### src/rtl/event_scheduler_n.sv
// ---------------------------------------------------------------------------
// event_scheduler_n
//
// Turns edges on NUM_EV synchronised event lines into fixed-length tasks.
// The scheduler runs one task at a time. Each task stays active for TASK_LEN
// cycles. Requests that arrive while a task runs wait in a per-channel pending
// bit. An edge that arrives while its channel is already pending is lost and
// sets that channel's sticky overflow flag.
//
// Parameters
//   NUM_EV   : number of event channels (2..16)
//   TASK_LEN : cycles each granted task stays active (1..255)
//   RR_MODE  : 0 = fixed priority (lowest index wins), 1 = round-robin
//
// Ports
//   clk         : clock; all state updates on the rising edge
//   rst         : synchronous active-high reset
//   event_in    : event levels, already synchronised to clk
//   edge_mode   : per-channel mode in bits [2i+1:2i]
//                 00 rising, 01 falling, 10 both edges, 11 disabled
//   ovf_clr     : clears all overflow flags; a new overflow in the same cycle wins
//   task_active : one-hot or zero; bit i is high while channel i's task runs
//   pending     : queued requests that have not been granted yet
//   busy        : high while a task is active
//   overflow    : sticky per-channel flag; an edge was lost because the
//                 channel was already pending
// ---------------------------------------------------------------------------
module event_scheduler_n #(
    parameter int NUM_EV   = 4,
    parameter int TASK_LEN = 3,
    parameter int RR_MODE  = 0
) (
    input  logic                  clk,
    input  logic                  rst,
    input  logic [NUM_EV-1:0]     event_in,
    input  logic [2*NUM_EV-1:0]   edge_mode,
    input  logic                  ovf_clr,
    output logic [NUM_EV-1:0]     task_active,
    output logic [NUM_EV-1:0]     pending,
    output logic                  busy,
    output logic [NUM_EV-1:0]     overflow
);

    localparam int IW = (NUM_EV > 1) ? $clog2(NUM_EV) : 1;

    localparam logic [0:0] IDLE = 1'b0;
    localparam logic [0:0] RUN  = 1'b1;

    logic [0:0]        state;
    logic [7:0]        count;
    logic [IW-1:0]     rr_ptr;     // first index the round-robin search tries
    logic [NUM_EV-1:0] prev;

    logic [NUM_EV-1:0] det;
    logic [NUM_EV-1:0] grant_vec;
    logic [IW-1:0]     sel_idx;
    logic              sel_valid;
    logic              grant_en;
    logic [IW-1:0]     rr_next;
    int                cand;

    // Detect edges on each channel. The edge mode qualifies the change seen
    // between the registered copy and the current level.
    always_comb begin
        // NOTE: every variable written here gets a default value first. This
        // keeps the block purely combinational, so no latch is inferred.
        det = '0;
        for (int i = 0; i < NUM_EV; i++) begin
            if (event_in[i] != prev[i]) begin
                unique case (edge_mode[2*i +: 2])
                    2'b00:   det[i] = event_in[i];
                    2'b01:   det[i] = ~event_in[i];
                    2'b10:   det[i] = 1'b1;
                    default: det[i] = 1'b0;
                endcase
            end
        end
    end

    // Select the next channel. Fixed priority scans upward from 0.
    // Round-robin scans upward from rr_ptr and wraps around.
    always_comb begin
        sel_valid = 1'b0;
        sel_idx   = '0;
        cand      = 0;
        for (int j = 0; j < NUM_EV; j++) begin
            if (RR_MODE != 0)
                cand = (int'(rr_ptr) + j) % NUM_EV;
            else
                cand = j;
            if (!sel_valid && pending[IW'(cand)]) begin
                sel_valid = 1'b1;
                sel_idx   = IW'(cand);
            end
        end
    end

    // A grant happens from IDLE, or at the last cycle of a running task.
    // Granting at the last cycle leaves no idle gap between back-to-back tasks.
    assign grant_en = sel_valid && ((state == IDLE) || (count == 8'd0));
    assign rr_next  = (sel_idx == IW'(NUM_EV - 1)) ? '0 : sel_idx + 1'b1;

    always_comb begin
        grant_vec = '0;
        if (grant_en)
            grant_vec[sel_idx] = 1'b1;
    end

    always_ff @(posedge clk) begin
        if (rst) begin
            // NOTE: prev is loaded from event_in during reset, not cleared.
            // Lines that are already high at reset release then cause no edge.
            prev        <= event_in;
            state       <= IDLE;
            count       <= 8'd0;
            rr_ptr      <= '0;
            pending     <= '0;
            overflow    <= '0;
            task_active <= '0;
        end else begin
            // NOTE: sequential state uses non-blocking assignments only. Every
            // right-hand side below therefore reads the pre-edge values.
            prev <= event_in;

            // The grant clears its old request. A new edge in the same cycle
            // queues the request again, and this is not an overflow.
            pending  <= (pending & ~grant_vec) | det;
            overflow <= (ovf_clr ? '0 : overflow) | (det & pending & ~grant_vec);

            if (grant_en) begin
                task_active <= grant_vec;
                count       <= 8'(TASK_LEN - 1);
                state       <= RUN;
                rr_ptr      <= rr_next;
            end else if (state == RUN) begin
                if (count == 8'd0) begin
                    task_active <= '0;
                    state       <= IDLE;
                end else begin
                    count <= count - 8'd1;
                end
            end
        end
    end

    assign busy = (state == RUN);

endmodule

### config.mk
export PLATFORM = sky130hd
export DESIGN_NAME = event_scheduler_n
export DESIGN_NICKNAME = d
export VERILOG_FILES = /design/src/rtl/event_scheduler_n.sv
export SDC_FILE = /design/constraint.sdc
export NUM_CORES = 1
export LEC_CHECK = 0
export ABC_AREA = 1
export CAP_MARGIN = 20
export CORE_AREA = 4 4 76 78
export CTS_CLUSTER_DIAMETER = 40
export DETAILED_ROUTE_END_ITERATION = 8
export DIE_AREA = 0 0 80 82
export PLACE_DENSITY = 0.45
export REMOVE_ABC_BUFFERS = 1
export SKIP_CTS_REPAIR_TIMING = 1
export SLEW_MARGIN = 15
export SYNTH_ARGS = -nofsm -noshare
export SYNTH_HDL_FRONTEND = slang
export SYNTH_SLANG_ARGS = --single-unit
### constraint.sdc
create_clock -name clk -period 1.74 [get_ports clk]
set_input_delay 0.348 -clock clk [delete_from_list [all_inputs] [get_ports clk]]
set_output_delay 0.348 -clock clk [all_outputs]
set_load 0.02 [all_outputs]
## After elaboration in Yosys (flattened, before gate mapping)

Index checks and enable logic that the tools add are counted.

| word-level totals | value |
|---|---|
| flip-flop bits (word level) | 25 |
| bits in latches | 0 |
| RAM bits | 0 |
| ROM bits | 0 |
| output and inout bits | 13 |
| word-level logic and storage cells | 75 |
| memories | 0 |

| operators by class | value |
|---|---|
| add/sub/neg operators | 1 |
| multiply operators | 0 |
| div/mod/pow operators | 0 |
| magnitude comparators | 2 |
| equality and inequality tests | 13 |
| shift-type cells | 0 |
| mux-type cells | 24 |
| bitwise operators | 12 |
| reductions and logical operators | 16 |

Operator list:

| kind | number |
|---|---|
| two-way mux 4 bit | 5 |
| AND 4 bit | 3 |
| one-hot mux 1 bit (3 select lines) | 4 |
| two-way mux 1 bit | 11 |
| equality test 2 x 1 -> 1 bit (second input constant) | 4 |
| equality test 2 bit (second input constant) | 4 |
| logical NOT 2 bit | 4 |
| logical NOT 8 bit | 1 |
| bitwise OR 4 bit | 2 |
| subtractor 8 x 1 -> 8 bit (second input constant) | 1 |
| two-way mux 2 bit | 3 |
| NOT 1 bit | 6 |
| AND reduction 2 bit | 3 |
| != test 1 bit | 4 |
| NOT 4 bit | 1 |
| nonzero test 2 bit | 2 |
| logical AND 1 bit | 3 |
| less-than comparator 2 x 3 -> 1 bit (second input constant) | 1 |
| demux 1 bit (select 2 bit) | 1 |
| greater-or-equal comparator 2 x 1 -> 1 bit (second input constant) | 1 |
| != test 2 bit (second input constant) | 1 |
| OR reduction 2 bit | 1 |
| logical NOT 1 bit | 1 |
| logical OR 1 bit | 1 |

## Depth between registers and ports, before layout

| depth | value |
|---|---|
| depth after elaboration | 12 |
| gate-level depth with buffers | 10 |
| depth with buffers taken out | 9 |

## Worst setup path before layout

Ideal clock, no wire load.

| path | value |
|---|---|
| kind | reg2reg |
| start point | register count[0] |
| end point | register pending[1] |
| library setup time | 0.135 ns |
| arrival | 1.110 ns |
| path slack | 0.494 ns |
| cell stages (with the launch flop) | 9 |
| buffers on the path | 1 |
| cell sequence | dfxtp_1 -> inv_1 -> ha_1 -> nand2_2 -> o21ai_2 -> buf_6 -> nand2_2 -> nand2_1 -> a21oi_1 |

| on the way | value |
|---|---|
| longest elaborated chain between the ends | 7 |

RTL lines:

| item | line | text |
|---|---|---|
| start: declaration | 50 | `logic [7:0] count;` |
| start signal: assignment | 132 | `count <= 8'(TASK_LEN - 1);` |
| start signal: assignment | 140 | `count <= count - 8'd1;` |
| logical NOT 8 bit | 100 | `assign grant_en = sel_valid && ((state == IDLE) \|\| (count == 8'd0));` |
| logical OR 1 bit | 100 |  |
| logical AND 1 bit | 100 |  |
| two-way mux 4 bit | 105 | `if (grant_en)` |
| NOT 4 bit | 127 | `pending <= (pending & ~grant_vec) \| det;` |
| AND 4 bit | 127 |  |
| bitwise OR 4 bit | 127 |  |
| end signal: assignment | 127 |  |
| end: declaration | 39 | `output logic [NUM_EV-1:0] pending,` |

No other way between the ends.
A chain may end at the register's enable or synchronous reset.

## Worst setup path after layout

| path | value |
|---|---|
| start point | register pending[0] |
| end point | output port pending[0] |

No word-level cell between the ends.

==> results summary <==
The number of enable flip-flop cells after synthesis is 0. The tree is rooted in a sky130_fd_sc_hd__clkbuf_8. The proportion of netlist area held by the largest area contributor came out at between 40% and 50%.

The net count of the finished layout is ~210. The cell count after synthesis is between 150 and 200. Of all cell types, the one taking the most synthesized area is sky130_fd_sc_hd__dfxtp_1.

The depth of the CTS H-tree came out at 1. For this design the ratio of total power to cell area is roughly 870 nW/um^2. Row generation in the floorplan step produced 26 rows. The wire length of the first global-routing pass came out at approximately 4.3 mm. The run finished with clean final reports. The clock tree skew after final layout came out at ~1.5 ps. Of the total power, the share spent switching nets is between 30% and 40%. Counting tap cells, the placed design contains a total of 259 instances. The floorplan step defined a core boundary enclosing a little over 5000 um^2.

In the post-synthesis netlist, the biggest area contributors are sky130_fd_sc_hd__dfxtp_1 (40%), sky130_fd_sc_hd__nand2_1 (15%), sky130_fd_sc_hd__inv_1 (6.6%), sky130_fd_sc_hd__nor2_1 (5.6%), sky130_fd_sc_hd__a21oi_1 (5.2%). The type of the worst setup path is flop to output port. The final cell count without fillers is approximately 260. The number of remaining DRC errors came out at 0.

The logic depth of the worst register-to-register path came out at 8. Across the VDD grid, the largest voltage drop is 0.000280 V. The reg-to-reg setup timing slack is ~340 ps.

The startpoint type of the worst setup path is a flop. The launch instance of the worst register-to-register path is count[1]$_SDFFE_PP0P_. The fraction of layout cells with a size suffix above 1 came out at about 11%. The worst path uses between 90% and 100% of the clock period. The worst-case setup margin in the final layout is slightly above 60 ps. The synthesis-to-layout area growth came out at 33.4%.

The post-synthesis xor/xnor area fraction is 4.59%. The fraction of power consumed by the clock network came out at between 20% and 30%. The sequential share of power is about 45%. In this run the remaining antenna-violating nets after routing total 0. The portion of the post-synthesis area used by sequential elements came out at 40.2%. The data arrival time at the worst-slack endpoint is about 1300 ps. The maximum fanout encountered on the critical timing path came out at 6. The largest stage delay on the critical path came out at 640 ps.

The path class of the tightest hold or removal check is flop to flop. The maximum number of buffers from clock root to sink came out at 2. The final count of hold timing violations came out at 0. The internal power contribution came out at slightly above 0.9 mW.

In this run the critical register-to-register path is captured at count[4]$_SDFFE_PP0P_. The clock net in this run drives a total of 23 sinks. The number of max-slew violations in the final report came out at 0. The area of the die came out at 6560 um^2. During I/O placement, the number of pins put on the boundary was 28. The placer congestion estimate is around 0.71. The nature of the critical path endpoint is an output port.

The leakage power summed over all cells came out at about 0.65 nW. The number of buffers and inverters on the critical path came out at 1. The repair_antennas step left the layout with diodes totalling 0.

The main combinational cell family by area after synthesis is simple AND/OR/NAND/NOR gates. The total of warnings raised by yosys came out at 0. The total routed wirelength came out at 2.37 mm. Setup repair after global routing left no endpoint under its margin. The final route contains a little over 1000 vias. The worst hold margin came out at ~470 ps. The largest individual stage delay along the critical path comes from the cell sky130_fd_sc_hd__clkdlybuf4s50_1.

Clock latency on the worst-skew pair, taken at its later pin, is between 200 and 300 ps. The path with the worst hold slack has its endpoint at overflow[1]$_SDFF_PP0_. The synthesized netlist devotes between 30% and 40% of its cell area to simple gates. Synthesis inferred 23 register bits. The mean routed wirelength per cell is 9.01 um. The final HPWL from detailed placement is 1.88 mm. The final sum of negative setup slack came out at 0 ps. The area of placed instances came out at ~1500 um^2. The share of synthesized area spent on multiplexers came out at 0%. The overall power after layout is ~1.3 mW.

The average instance area after synthesis is ~7 um^2. The reported max-cap violation count came out at 0. The share of the core filled with cells in the final layout is between 30% and 40%. The async set-reset flop share out of synthesis is 0%.

Traced cell by cell, the critical path runs through clkdlybuf4s50_1. Along the worst hold path, the cell count comes to 2. Global routing used under 10% of the available tracks.

The starting DRC count in detailed routing came out at 15. The post-synthesis cell type count is 21. After clock tree synthesis, the clock-pin slew on the worst setup and hold paths is 80 ps.

The share of the synthesized area in compound gates (AO/OA/AOI/OAI) came out at ~11%. Based on the critical path, the design can be clocked at up to around 600 MHz. The number of port buffers is 25. TritonCTS built the clock tree. In this design, the largest share of critical-path delay is due to buffers and inverters. The smallest clock period supported by the final layout is computed as 1680 ps.

The number of clock buffers inserted by TritonCTS came out at 3. Among all flip-flop cells after synthesis, the most frequent one is sky130_fd_sc_hd__dfxtp_1. The via count of the first global-routing pass came to 1013. Entering global routing, the biggest net connects 13 pins. The placement-stage worst setup slack is 247 ps.

The chip width is 80 um. Of the total synthesized cell area, the portion taken by full adders, half adders and majority gates is between 2 and 2.5%. The number of vias per cell after detailed routing came out at slightly below 4.

Setup violations remaining at the end of the flow were counted as 0. The die is between 80 and 90 um tall. The detailed-router iteration count before antenna repair is 4. For this design the total switching power over the nets is about 0.42 mW.

After routing the design area is about 1500 um^2. Counting instances in the post-synthesis netlist gives the leading cell types as sky130_fd_sc_hd__nand2_1 (46), sky130_fd_sc_hd__dfxtp_1 (23), sky130_fd_sc_hd__inv_1 (20). The most numerous cell in the Yosys netlist is sky130_fd_sc_hd__nand2_1. The number of antenna violations at the first check in global routing came to 0. The total global routing overflow is 0. The startpoint identified for the worst hold timing path is overflow[1]$_SDFF_PP0_. At the worst endpoint, the required time is approximately 1400 ps. The initial utilization of the core area, before any placement, comes to a little under a quarter. The fraction of power consumed by combinational cells came out at slightly above 30%.

The post-synthesis instance area is between 1000 and 1500 um^2.
==> cell families (layout without fill, tap and decap cells) <==
group | Yosys count | after routing
xor gates and xnor gates | 6 | 6
other | 1 | 2
buffers and inverters | 26 | 55
DFF | 23 | 23
and+or+nand+nor | 83 | 83
adders and majority gates | 2 | 2
AOI/OAI and AO/OA | 22 | 22
==> power by group through the flow <==
stage | sequential [mW] | clock, mW | combinational (mW)
2_1_floorplan | 0.629 | 0 | 0.249
3_3_place_gp | 0.615 | 0 | 0.412
3_5_place_dp | 0.613 | 0 | 0.411
4_1_cts | 0.601 | 0.346 | 0.413
5_1_grt | 0.607 | 0.368 | 0.472
6_report | 0.600 | 0.331 | 0.406
==> how the worst max path moves through the flow <==
stage | slack [ps] | endpoint | start | cells after the start
floorplan | 310 | count[5]$_SDFFE_PP0P_ | count[0]$_SDFFE_PP0P_ | 9
finish | 60 | pending[0] | pending[0]$_SDFF_PP0_ | 1
global route | 8 | pending[0] | pending[0]$_SDFF_PP0_ | 1
detailed placement | 250 | overflow[0]$_SDFF_PP0_ | event_in[0] | 6
global placement | 290 | overflow[0]$_SDFF_PP0_ | event_in[0] | 6
CTS | 40 | pending[0] | pending[0]$_SDFF_PP0_ | 1
==> routing by layer <==
metal	vias up	track usage (%)	part of all wire [%]
li1	561	-	-
met3	5	2.19	4.9
met1	433	9.82	51
met5	-	0	0
met2	24	14.0	42
met4	0	3.04	1.4
==> cell type report <==
type                            count  area, um^2
Fill cell                         585        3550
Timing Repair Buffer               30         288
Clock buffer                        4        45.0
Sequential cell                    23         460
Multi-Input combinational cell    115         569
Tap cell                           70        87.6
Inverter                           21        78.8
==> state kept, by name, indices dropped and copies added, names as in the netlist <==
register and count:
count 8, overflow 4, pending 4, prev 4, task_active 2, busy 1
==> cell usage in the layout, fill, tap and decap left out <==
| cell | count |
|---|---|
| sky130_fd_sc_hd__a21oi_1 | 12 |
| sky130_fd_sc_hd__a21oi_2 | 4 |
| sky130_fd_sc_hd__buf_4 | 5 |
| sky130_fd_sc_hd__clkbuf_1 | 1 |
| sky130_fd_sc_hd__clkbuf_8 | 3 |
| sky130_fd_sc_hd__clkdlybuf4s50_1 | 25 |
| sky130_fd_sc_hd__conb_1 | 2 |
| sky130_fd_sc_hd__dfxtp_1 | 23 |
| sky130_fd_sc_hd__ha_1 | 2 |
| sky130_fd_sc_hd__inv_1 | 20 |
| sky130_fd_sc_hd__inv_2 | 1 |
| sky130_fd_sc_hd__nand2_1 | 46 |
| sky130_fd_sc_hd__nand2_2 | 4 |
| sky130_fd_sc_hd__nand3_1 | 8 |
| sky130_fd_sc_hd__nand4_1 | 4 |
| sky130_fd_sc_hd__nor2_1 | 17 |
| sky130_fd_sc_hd__nor2_2 | 3 |
| sky130_fd_sc_hd__nor3_2 | 1 |
| sky130_fd_sc_hd__o21ai_0 | 5 |
| sky130_fd_sc_hd__o21ai_2 | 1 |
| sky130_fd_sc_hd__xnor2_1 | 3 |
| sky130_fd_sc_hd__xor2_1 | 3 |
(Power assumes the default switching activity.)
